## src/rtl/pixel_defs.sv

```systemverilog
// Shared screen geometry and pixel entry type for the pixel write path.
// Used by pixel_fifo, pixel_write_sink_if and pixel_write_sink.
package pixel_defs;

  localparam int SCREEN_W  = 160;
  localparam int SCREEN_H  = 120;
  localparam int X_W       = 8;
  localparam int Y_W       = 7;
  localparam int COLOUR_W  = 3;
  localparam int FB_ADDR_W = 15;
  localparam int PIX_W     = X_W + Y_W + COLOUR_W;

  typedef struct packed {
    logic [X_W-1:0]      x;
    logic [Y_W-1:0]      y;
    logic [COLOUR_W-1:0] colour;
  } pixel_t;

  // y*160 + x as two shifts and adds, wrapping at 15 bits
  function automatic logic [FB_ADDR_W-1:0] fb_addr(
    input logic [X_W-1:0] x,
    input logic [Y_W-1:0] y
  );
    logic [FB_ADDR_W-1:0] w_y;
    w_y = FB_ADDR_W'(y);
    return (w_y << 7) + (w_y << 5) + FB_ADDR_W'(x);
  endfunction

endpackage

```

## src/rtl/pixel_write_sink_if.sv

```systemverilog
// Pixel-write input and framebuffer write-port bundle.
// master: drawer/memory side, slave: pixel_write_sink.
interface pixel_write_sink_if;
  import pixel_defs::*;

  logic [X_W-1:0]       x;
  logic [Y_W-1:0]       y;
  logic [COLOUR_W-1:0]  colour;
  logic                 writeEn;
  logic                 full;
  logic [FB_ADDR_W-1:0] mem_addr;
  logic [COLOUR_W-1:0]  mem_data;
  logic                 mem_we;
  logic                 mem_ready;

  modport master (
    output x, y, colour, writeEn, mem_ready,
    input  full, mem_addr, mem_data, mem_we
  );

  modport slave (
    input  x, y, colour, writeEn, mem_ready,
    output full, mem_addr, mem_data, mem_we
  );

endinterface

```

## src/rtl/pixel_fifo.sv

```systemverilog
// Synchronous FIFO with registered occupancy count.
// Pushes while full and pops while empty are ignored.
module pixel_fifo
  import pixel_defs::*;
#(
  parameter int DEPTH = 8,
  parameter int W     = PIX_W
) (
  input  logic                   clk,
  input  logic                   reset_n,
  input  logic                   push,
  input  logic                   pop,
  input  logic [W-1:0]           din,
  output logic [W-1:0]           dout,
  output logic                   full,
  output logic                   empty,
  output logic [$clog2(DEPTH):0] count
);

  localparam int AW = $clog2(DEPTH);

  logic [W-1:0]  r_mem [DEPTH];
  logic [AW-1:0] r_wr;
  logic [AW-1:0] r_rd;
  logic [AW:0]   r_count;
  logic          w_push;
  logic          w_pop;

  assign full   = (r_count == (AW+1)'(DEPTH));
  assign empty  = (r_count == '0);
  assign count  = r_count;
  assign dout   = r_mem[r_rd];
  assign w_push = push && !full;
  assign w_pop  = pop && !empty;

  always_ff @(posedge clk) begin
    if (w_push)
      r_mem[r_wr] <= din;
  end

  always_ff @(posedge clk or negedge reset_n) begin
    if (!reset_n) begin
      r_wr    <= '0;
      r_rd    <= '0;
      r_count <= '0;
    end else begin
      if (w_push)
        r_wr <= r_wr + AW'(1);
      if (w_pop)
        r_rd <= r_rd + AW'(1);
      unique case ({w_push, w_pop})
        2'b10:   r_count <= r_count + (AW+1)'(1);
        2'b01:   r_count <= r_count - (AW+1)'(1);
        default: r_count <= r_count;
      endcase
    end
  end

endmodule

```

## src/rtl/pixel_write_sink.sv

```systemverilog
// Buffers drawer pixel writes and drains them to the framebuffer port.
// `define PIXEL_CLIP_EN to discard off-screen writes and add the clipped flag.
module pixel_write_sink
  import pixel_defs::*;
#(
  parameter int DEPTH = 8,
  parameter int CNT_W = 16
) (
  input  logic             clk,
  input  logic             reset_n,
  input  logic             clear,
  pixel_write_sink_if.slave bus,
  output logic             overflow,
`ifdef PIXEL_CLIP_EN
  output logic             clipped,
`endif
  output logic [CNT_W-1:0] pix_count
);

  localparam int CW = $clog2(DEPTH) + 1;

  pixel_t               w_in;
  pixel_t               w_head;
  logic                 w_full;
  logic                 w_empty;
  logic [CW-1:0]        w_count;
  logic                 w_oor;
  logic                 w_req;
  logic                 w_accept;
  logic                 w_drop;
  logic                 w_load;
  logic                 w_drain;

  logic [FB_ADDR_W-1:0] r_addr;
  logic [COLOUR_W-1:0]  r_data;
  logic                 r_we;
  logic                 r_overflow;
  logic [CNT_W-1:0]     r_pix_count;

  assign w_in = '{x: bus.x, y: bus.y, colour: bus.colour};

`ifdef PIXEL_CLIP_EN
  logic r_clipped;

  assign w_oor = (bus.x >= X_W'(SCREEN_W))
              || (bus.y >= Y_W'(SCREEN_H));
  assign clipped = r_clipped;

  always_ff @(posedge clk or negedge reset_n) begin
    if (!reset_n)
      r_clipped <= 1'b0;
    else if (clear)
      r_clipped <= 1'b0;
    else if (bus.writeEn && w_oor)
      r_clipped <= 1'b1;
  end
`else
  assign w_oor = 1'b0;
`endif

  assign w_req    = bus.writeEn && !w_oor;
  assign w_accept = w_req && !w_full;
  assign w_drop   = w_req && w_full;
  assign w_load   = (w_count != '0) && (!r_we || bus.mem_ready);
  assign w_drain  = r_we && bus.mem_ready && w_empty;

  pixel_fifo #(
    .DEPTH (DEPTH),
    .W     (PIX_W)
  ) u_fifo (
    .clk     (clk),
    .reset_n (reset_n),
    .push    (w_accept),
    .pop     (w_load),
    .din     (w_in),
    .dout    (w_head),
    .full    (w_full),
    .empty   (w_empty),
    .count   (w_count)
  );

  always_ff @(posedge clk or negedge reset_n) begin
    if (!reset_n) begin
      r_addr <= '0;
      r_data <= '0;
      r_we   <= 1'b0;
    end else if (w_load) begin
      r_addr <= fb_addr(w_head.x, w_head.y);
      r_data <= w_head.colour;
      r_we   <= 1'b1;
    end else if (w_drain) begin
      r_we   <= 1'b0;
    end
  end

  // clear outranks a same-cycle accept or drop
  always_ff @(posedge clk or negedge reset_n) begin
    if (!reset_n) begin
      r_overflow  <= 1'b0;
      r_pix_count <= '0;
    end else if (clear) begin
      r_overflow  <= 1'b0;
      r_pix_count <= '0;
    end else begin
      if (w_drop)
        r_overflow <= 1'b1;
      if (w_accept)
        r_pix_count <= r_pix_count + CNT_W'(1);
    end
  end

  assign bus.full     = w_full;
  assign bus.mem_addr = r_addr;
  assign bus.mem_data = r_data;
  assign bus.mem_we   = r_we;
  assign overflow     = r_overflow;
  assign pix_count    = r_pix_count;

endmodule

```

## src/flat_wrapper.sv

```systemverilog
// flat-port wrapper written by rule: the top's interface ports become plain ports
module pixel_write_sink_flat import pixel_defs::*;
#(
  parameter int DEPTH = 8,
  parameter int CNT_W = 16
)
  (clk, reset_n, clear, overflow, pix_count, bus_x, bus_y, bus_colour, bus_writeEn, bus_mem_ready, bus_full, bus_mem_addr, bus_mem_data, bus_mem_we);
  pixel_write_sink_if bus_i ();
  input  logic clk;
  input  logic reset_n;
  input  logic clear;
  output logic overflow;
  output logic [CNT_W-1:0] pix_count;
  input wire logic [$bits(bus_i.x)-1:0] bus_x;
  input wire logic [$bits(bus_i.y)-1:0] bus_y;
  input wire logic [$bits(bus_i.colour)-1:0] bus_colour;
  input wire logic [$bits(bus_i.writeEn)-1:0] bus_writeEn;
  input wire logic [$bits(bus_i.mem_ready)-1:0] bus_mem_ready;
  output wire logic [$bits(bus_i.full)-1:0] bus_full;
  output wire logic [$bits(bus_i.mem_addr)-1:0] bus_mem_addr;
  output wire logic [$bits(bus_i.mem_data)-1:0] bus_mem_data;
  output wire logic [$bits(bus_i.mem_we)-1:0] bus_mem_we;
  assign bus_i.x = bus_x;
  assign bus_i.y = bus_y;
  assign bus_i.colour = bus_colour;
  assign bus_i.writeEn = bus_writeEn;
  assign bus_i.mem_ready = bus_mem_ready;
  assign bus_full = bus_i.full;
  assign bus_mem_addr = bus_i.mem_addr;
  assign bus_mem_data = bus_i.mem_data;
  assign bus_mem_we = bus_i.mem_we;
  pixel_write_sink #(.DEPTH(DEPTH), .CNT_W(CNT_W)) u_core (.clk(clk), .reset_n(reset_n), .clear(clear), .bus(bus_i), .overflow(overflow), .pix_count(pix_count));
endmodule
```

## config.mk

```make
export PLATFORM = sky130hd
export DESIGN_NAME = pixel_write_sink_flat
export DESIGN_NICKNAME = d
export VERILOG_FILES = /design/src/rtl/pixel_defs.sv /design/src/rtl/pixel_write_sink_if.sv /design/src/rtl/pixel_fifo.sv /design/src/rtl/pixel_write_sink.sv /design/src/flat_wrapper.sv
export SDC_FILE = /design/constraint.sdc
export NUM_CORES = 1
export LEC_CHECK = 0
export CAP_MARGIN = 20
export CELL_PAD_IN_SITES_DETAIL_PLACEMENT = 0
export CELL_PAD_IN_SITES_GLOBAL_PLACEMENT = 1
export CORE_UTILIZATION = 50
export DETAILED_ROUTE_END_ITERATION = 10
export GPL_TIMING_DRIVEN = 0
export PLACE_DENSITY_LB_ADDON = 0.3
export SYNTH_ARGS = -nofsm -noshare
export SYNTH_HDL_FRONTEND = slang
export SYNTH_HIERARCHICAL = 1
export SYNTH_SLANG_ARGS = --single-unit
```

## constraint.sdc

```tcl
create_clock -name clk -period 7.2 [get_ports clk]
set_input_delay 1.08 -clock clk [delete_from_list [all_inputs] [get_ports clk]]
set_output_delay 1.08 -clock clk [all_outputs]
set_load 0.01 [all_outputs]
```

After elaboration in Yosys (flattened, before gate mapping)
Memories as Yosys holds them, arrays and structs flattened. Cells that the tools add are included.

ROM bits: 0. Latch bits: 0. Register bits: 46. Bits in writable memories: 144. Logic and storage cells: 45. Bits of input ports: 23. Memories kept: 1.

Memories: u_core.u_fifo.r_mem (words 8, bits a word 18, read ports 1, clocked after memory_dff 0, write ports 1, RTL line pixel_fifo.sv:22) `logic [W-1:0] r_mem [DEPTH];`.

Shifts and indexed selects: 0. Equal/unequal tests: 3. Divide/modulo/power cells: 0. Multiplexer cells: 9. Add/sub/neg operators: 7. Reduce and logical (&&, ||, !) cells: 17. Multipliers: 0. Order comparisons: 0. Bitwise operators: 0.

Operators with widths (number): 16-bit two-way mux (2); 16-bit by 1-bit adder with 16-bit output, second input constant (1); 14-bit by 12-bit adder with 15-bit output (1); 15-bit by 8-bit adder with 15-bit output (1); 4-bit case mux with 2 select lines (1); 2-bit nonzero test (4); 1-bit logical AND (7); 3-bit by 1-bit adder with 3-bit output, second input constant (2); 1-bit two-way mux (6); 4-bit by 1-bit adder with 4-bit output, second input constant (1); 4-bit == test, second input constant (1); 4-bit zero test (1); 4-bit nonzero test (1); 4-bit by 1-bit subtractor with 4-bit output, second input constant (1); 1-bit zero test (3); 2-bit by 1-bit == test with 1-bit output, second input constant (1); 2-bit == test, second input constant (1); 1-bit logical OR (1).

Logic depth before layout (Yosys ltp)
Gate-level depths: netlist of run 1.

Depth in word-level cells: 6. Depth in mapped cells: 12. Depth with buffers taken out: 10.

By module
The synthesis of run 1 kept the hierarchy.

Modules (own cells, without submodules): pixel_fifo (cells each 275, area an instance 6153.4 um2, instances 1); pixel_write_sink (cells each 217, area an instance 2009.4 um2, instances 1).

Worst setup path after synthesis of run 1
Ideal clock, no wire load.

Path kind: in2reg. Start point: input port bus_mem_ready. End point: register u_core.u_fifo.r_count[3] (netlist: u_core/u_fifo/count[3]). Arrival time: 3.568 ns. Library setup time: 0.134 ns. Slack: 3.498 ns. Path buffers: 2. Stages: 12. Cells stage by stage: nor2b_1 -> or2_2 -> buf_2 -> inv_1 -> clkbuf_1 -> o41ai_1 -> inv_1 -> ha_1 -> ha_1 -> or4b_2 -> o311ai_0 -> o211ai_1.

Word-level cells in the longest chain between the ends: 5. Elaborated cells on any way between the ends: 7.

Ends and longest elaborated chain: from (decl) (RTL line flat_wrapper.sv:18) `input wire logic [$bits(bus_i.mem_ready)-1:0] bus_mem_ready;`; 1-bit logical OR * (RTL line pixel_write_sink.sv:64) `assign w_load = (w_count != '0) && (!r_we || bus.mem_ready);`; 1-bit logical AND * (RTL line pixel_write_sink.sv:64); named net u_core.w_load (RTL line pixel_write_sink.sv:31) `logic w_load;`; 1-bit logical AND * (RTL line pixel_fifo.sv:34) `assign w_pop = pop && !empty;`; named net u_core.u_fifo.w_pop (RTL line pixel_fifo.sv:27) `logic w_pop;`; 2-bit by 1-bit == test with 1-bit output / 2-bit == test (equally long branches) (RTL line pixel_fifo.sv:51) `unique case ({w_push, w_pop})`; 4-bit case mux with 2 select lines / 2-bit nonzero test (equally long branches); to (signal assigned) (RTL line pixel_fifo.sv:52) `2'b10: r_count <= r_count + (AW+1)'(1);`; to (signal assigned) (RTL line pixel_fifo.sv:53) `2'b01: r_count <= r_count - (AW+1)'(1);`; to (signal assigned) (RTL line pixel_fifo.sv:54) `default: r_count <= r_count;`; to (decl) (RTL line pixel_fifo.sv:25) `logic [AW:0] r_count;`.

Mark *: on every way through the listed nets, which the timed path passes. The rest lies on a longest branch. A chain may end at the register's enable or synchronous reset.

Worst setup path after layout of run 1
Ends and elaborated chain as after synthesis.

==> results.md, run 1 <==
- Setup crit end kind: register
- Clk_skew: 6.13 ps
- Total clock sinks: 190
- Syn Inst Count: 492
- Fin crit period: 4320 ps
- Vias in the first global route: 4439
- Total GRT Usage: 20.2%
- Yosys warnings: 6
- Synth top area cells: edfxtp_1 (53%), dfrtp_1 (14%), mux4_1 (8.4%)
- Leak Pwr: 3.61 nW
- FP Rows: 46
- Detailed Route Iter0 Violations: 300
- # nets final: 625
- Die Y: 130 um
- # diodes: 0
- Hold buffer count at cts: 0
- DR pass1 iterations: 4
- # setup viols final: 0
- Worst r2r dst: u_core/bus.mem_addr[11]$_DFFE_PN0P_
- Max stage delay on crit path: 640 ps
- #FFs+latches synth: 190
- Slew Viols, Final: 0
- Post-synth top area cell: edfxtp_1
- R2r worst-path depth: 12
- Root Driver: clkbuf_16
- I/O Pins: 60
- Post-CTS repair timing setup buffer count: 0
- Largest net degree at the start of global routing: 33
- Syn_area_per_cell: 16.6 um2
- Slowest-stage cell, CP: or4b_2
- HP Class: register to register
- Skew-Pair Late Insertion Delay: 420 ps
- TritonCTS clock tree: built
- Worst R2R Setup Slack: 3290 ps
- CTS H-tree lvls: 4
- CTS buffer count: 17
- Setup crit start kind: input port
- MaxCap Viol Count: 0
- Top_reg_cell synth: edfxtp_1
- WS Path Type: input port to register
- Starting density of the core: 51.4%
- Clock slew at reported path FFs: 70 ps
- Die Area: 16800 um2
- First-pass GRT wire length: 24400 um
- Slew margin rel.: 50.7%
- Vias/cell: 5.58
- Synth top area share: 53.0%
- WHS Endpoint: u_core/bus.mem_data[0]$_DFFE_PN0P_
- Hold_sp: u_core/bus.mem_data[0]$_DFFE_PN0P_
- Final Hold Viols: 0
- Synthesis-to-layout area growth: 20.0%
- Net count after synthesis: 537
- Final TNS setup: 0 ps
- Non-filler cells in the finished layout: 809
- Crit-path cells: clkdlybuf4s50_1 -> nor2b_1 -> or2_2 -> buf_2 -> inv_1 -> clkbuf_1 -> o41ai_1 -> inv_1 -> ha_1 -> ha_1 -> or4b_2 -> o311ai_0 -> o211ai_1
- Gr ovfl total: 0
- Post-synth EDFFs: 144
- Maximum VDD drop: 0.264 mV
- Worst r2r src: u_core/u_fifo/r_rd[1]$_DFFE_PN0P_
- RSZ-0062 raised after global routing: false
- Clock tree buffer depth: 2
- CTS resizes: 0
- Layout cell share with drive strength beyond 1: 16.2%
- Worst slew pin tran: 730 ps
- Async SR Flop Fraction: 24.2%
- Routed Antenna Nets: 0
- Placeable Area: 15900 um2
- Final worst-path cycle share: 60.1%
- Total number of vias: 4515
- Hold depth: 2
- Routability cong.: 0.808
- Yosys cell types: 48
- Fmax: 0.231 GHz
- Required @ worst endpoint: 7490 ps
- Power density over the cells: 430 nW/um2
- Routed WL: 15900 um
- Die W: 130 um
- DP HPWL: 10800 um
- Synthesized area: 8160 um2
- PortBufs: 58
- Placed insts: 777
- WL per Instance: 19.7 um
- Worst-path fanout max: 10
- Initial antenna violation count: 0
- Crit-path leading delay family: buffers and inverters
- WP buf/inv: 5
- Seq/Total Area, Yosys: 67.1%
- CP arrival: 4610 ps
- Status: complete, no violations
- DR DRC count: 0
==> flip-flops by register name, indices dropped and copies added (netlist names) <==
signal and count:
u_core/bus.mem_addr 15, u_core/bus.mem_data 3, u_core/bus.mem_we 1, u_core/overflow 1, u_core/pix_count 16, u_core/u_fifo/count 4, u_core/u_fifo/r_mem 144, u_core/u_fifo/r_rd 3
u_core/u_fifo/r_wr 3
==> placed cells by master, fill, tap and decap left out, types with 13 or more instances in the layout <==
master           count
clkdlybuf4s50_1     57
clkbuf_16           17
ha_1                19
mux4_1              26
dfrtp_1             46
nor2_1              18
mux2_2              22
inv_1               20
nand2_1             54
xnor2_1             13
edfxtp_1           144
==> layout make-up <==
type | instances | area (um2)
Fill cell | 1177 | 6090
Sequential cell | 190 | 5480
Multi-Input combinational cell | 264 | 2530
Timing Repair Buffer | 69 | 731
Clock buffer | 19 | 433
Tap cell | 216 | 270
Clock inverter | 13 | 176
Buffer | 18 | 104
Inverter | 20 | 75.1
==> cells by family after synthesis <==
family | share of synthesized area, %
adder cells (fa/ha/maj) | 3.65
buffers and inverters | 2.19
multiplexers | 14.4
flip-flops | 67.1
XOR/XNOR | 1.82
AND/OR/NAND/NOR | 7.56
AO/OA/AOI/OAI | 3.30
==> report_power, final <==
part           switching (mW)  total (mW)  internal [mW]
clock network           0.406       0.963          0.557
logic                   0.931        1.75          0.818
registers              0.0987        1.50           1.40
==> layer usage <==
layer / GRT usage [%] / vias up / share of wire [%]
met5: 0 / - / 0
met4: 8.34 / 0 / 1.8
met1: 27.7 / 2282 / 45
li1: - / 2088 / -
met3: 3.53 / 21 / 4.4
met2: 32.5 / 124 / 49
==> tightest hold or removal path, stage by stage (launching register included) <==
cell	delay, ps
dfrtp_1	340
nand2_1	50
nand2_1	50
==> how the worst max path moves through the flow <==
stage | start | endpoint | slack (ps) | cells after the start
6_report | bus_mem_ready | u_core/u_fifo/count[3]$_DFFE_PN0P_ | 2880 | 13
3_3_place_gp | bus_writeEn | u_core/u_fifo/r_mem[1][12]$_DFFE_PP_ | 1820 | 5
5_1_grt | bus_mem_ready | u_core/u_fifo/count[3]$_DFFE_PN0P_ | 2610 | 13
3_5_place_dp | bus_mem_ready | u_core/u_fifo/count[3]$_DFFE_PN0P_ | 2440 | 13
2_1_floorplan | bus_mem_ready | u_core/u_fifo/count[3]$_DFFE_PN0P_ | 3500 | 12
4_1_cts | bus_mem_ready | u_core/u_fifo/count[3]$_DFFE_PN0P_ | 2870 | 13
==> cells in the mapped netlist (2+ instances only) <==
cell type	number
or3_1	2
nand2b_1	2
nor3b_1	3
buf_2	5
or4_1	2
a21o_1	2
a2111o_1	2
mux2_2	22
clkbuf_1	8
o31a_1	2
nand3_1	8
inv_1	20
mux2i_1	2
a21oi_1	9
xnor2_1	13
mux4_1	26
nor4_1	6
fa_1	3
nor2_1	24
nor2b_1	5
o21ai_0	8
nor3_1	8
o311ai_0	2
mux4_2	10
buf_6	4
dfrtp_1	46
xor2_1	4
o211ai_1	2
nand3b_1	2
edfxtp_1	144
ha_1	19
o31ai_1	3
nand2_1	54
a211oi_1	3
nand4_1	4
==> per-stage QoR <==
stage                     setup slack [ps]  instance area, um2  total power [mW]  hold slack, ps  util, %
after floorplan                       3500                8160              2.71             486        -
after global placement                1820                9010              3.19             462     56.7
after detailed placement              2440                9190              3.27             465     57.8
after CTS                             2870                9800              4.24             481     61.7
after global routing                  2610                9800              4.47             502     61.7
final                                 2880                9800              4.21             477     61.7
Power figures use the tool's default switching activity.
==> inputs of run 2 (changes only) <==
Clock period 7.2 ns to 4.3 ns, I/O delays scaled along.
==> results of run 2 <==
Same layout as run 1 (identical final DEF). Status: complete, no violations.
Among the figures that moved: setup slack after placement 2440 ps -> -25.0 ps; setup slack after layout 2880 ps -> 388 ps; hold slack 477 ps -> 131 ps; start point of the critical path bus_mem_ready -> u_core/u_fifo/r_rd[1]$_DFFE_PN0P_; end point of the critical path u_core/u_fifo/count[3]$_DFFE_PN0P_ -> u_core/bus.mem_addr[11]$_DFFE_PN0P_; register-to-register setup slack 3290 ps -> 390 ps; total power 4.21 mW -> 7.05 mW; worst IR drop on VDD 0.264 mV -> 0.442 mV
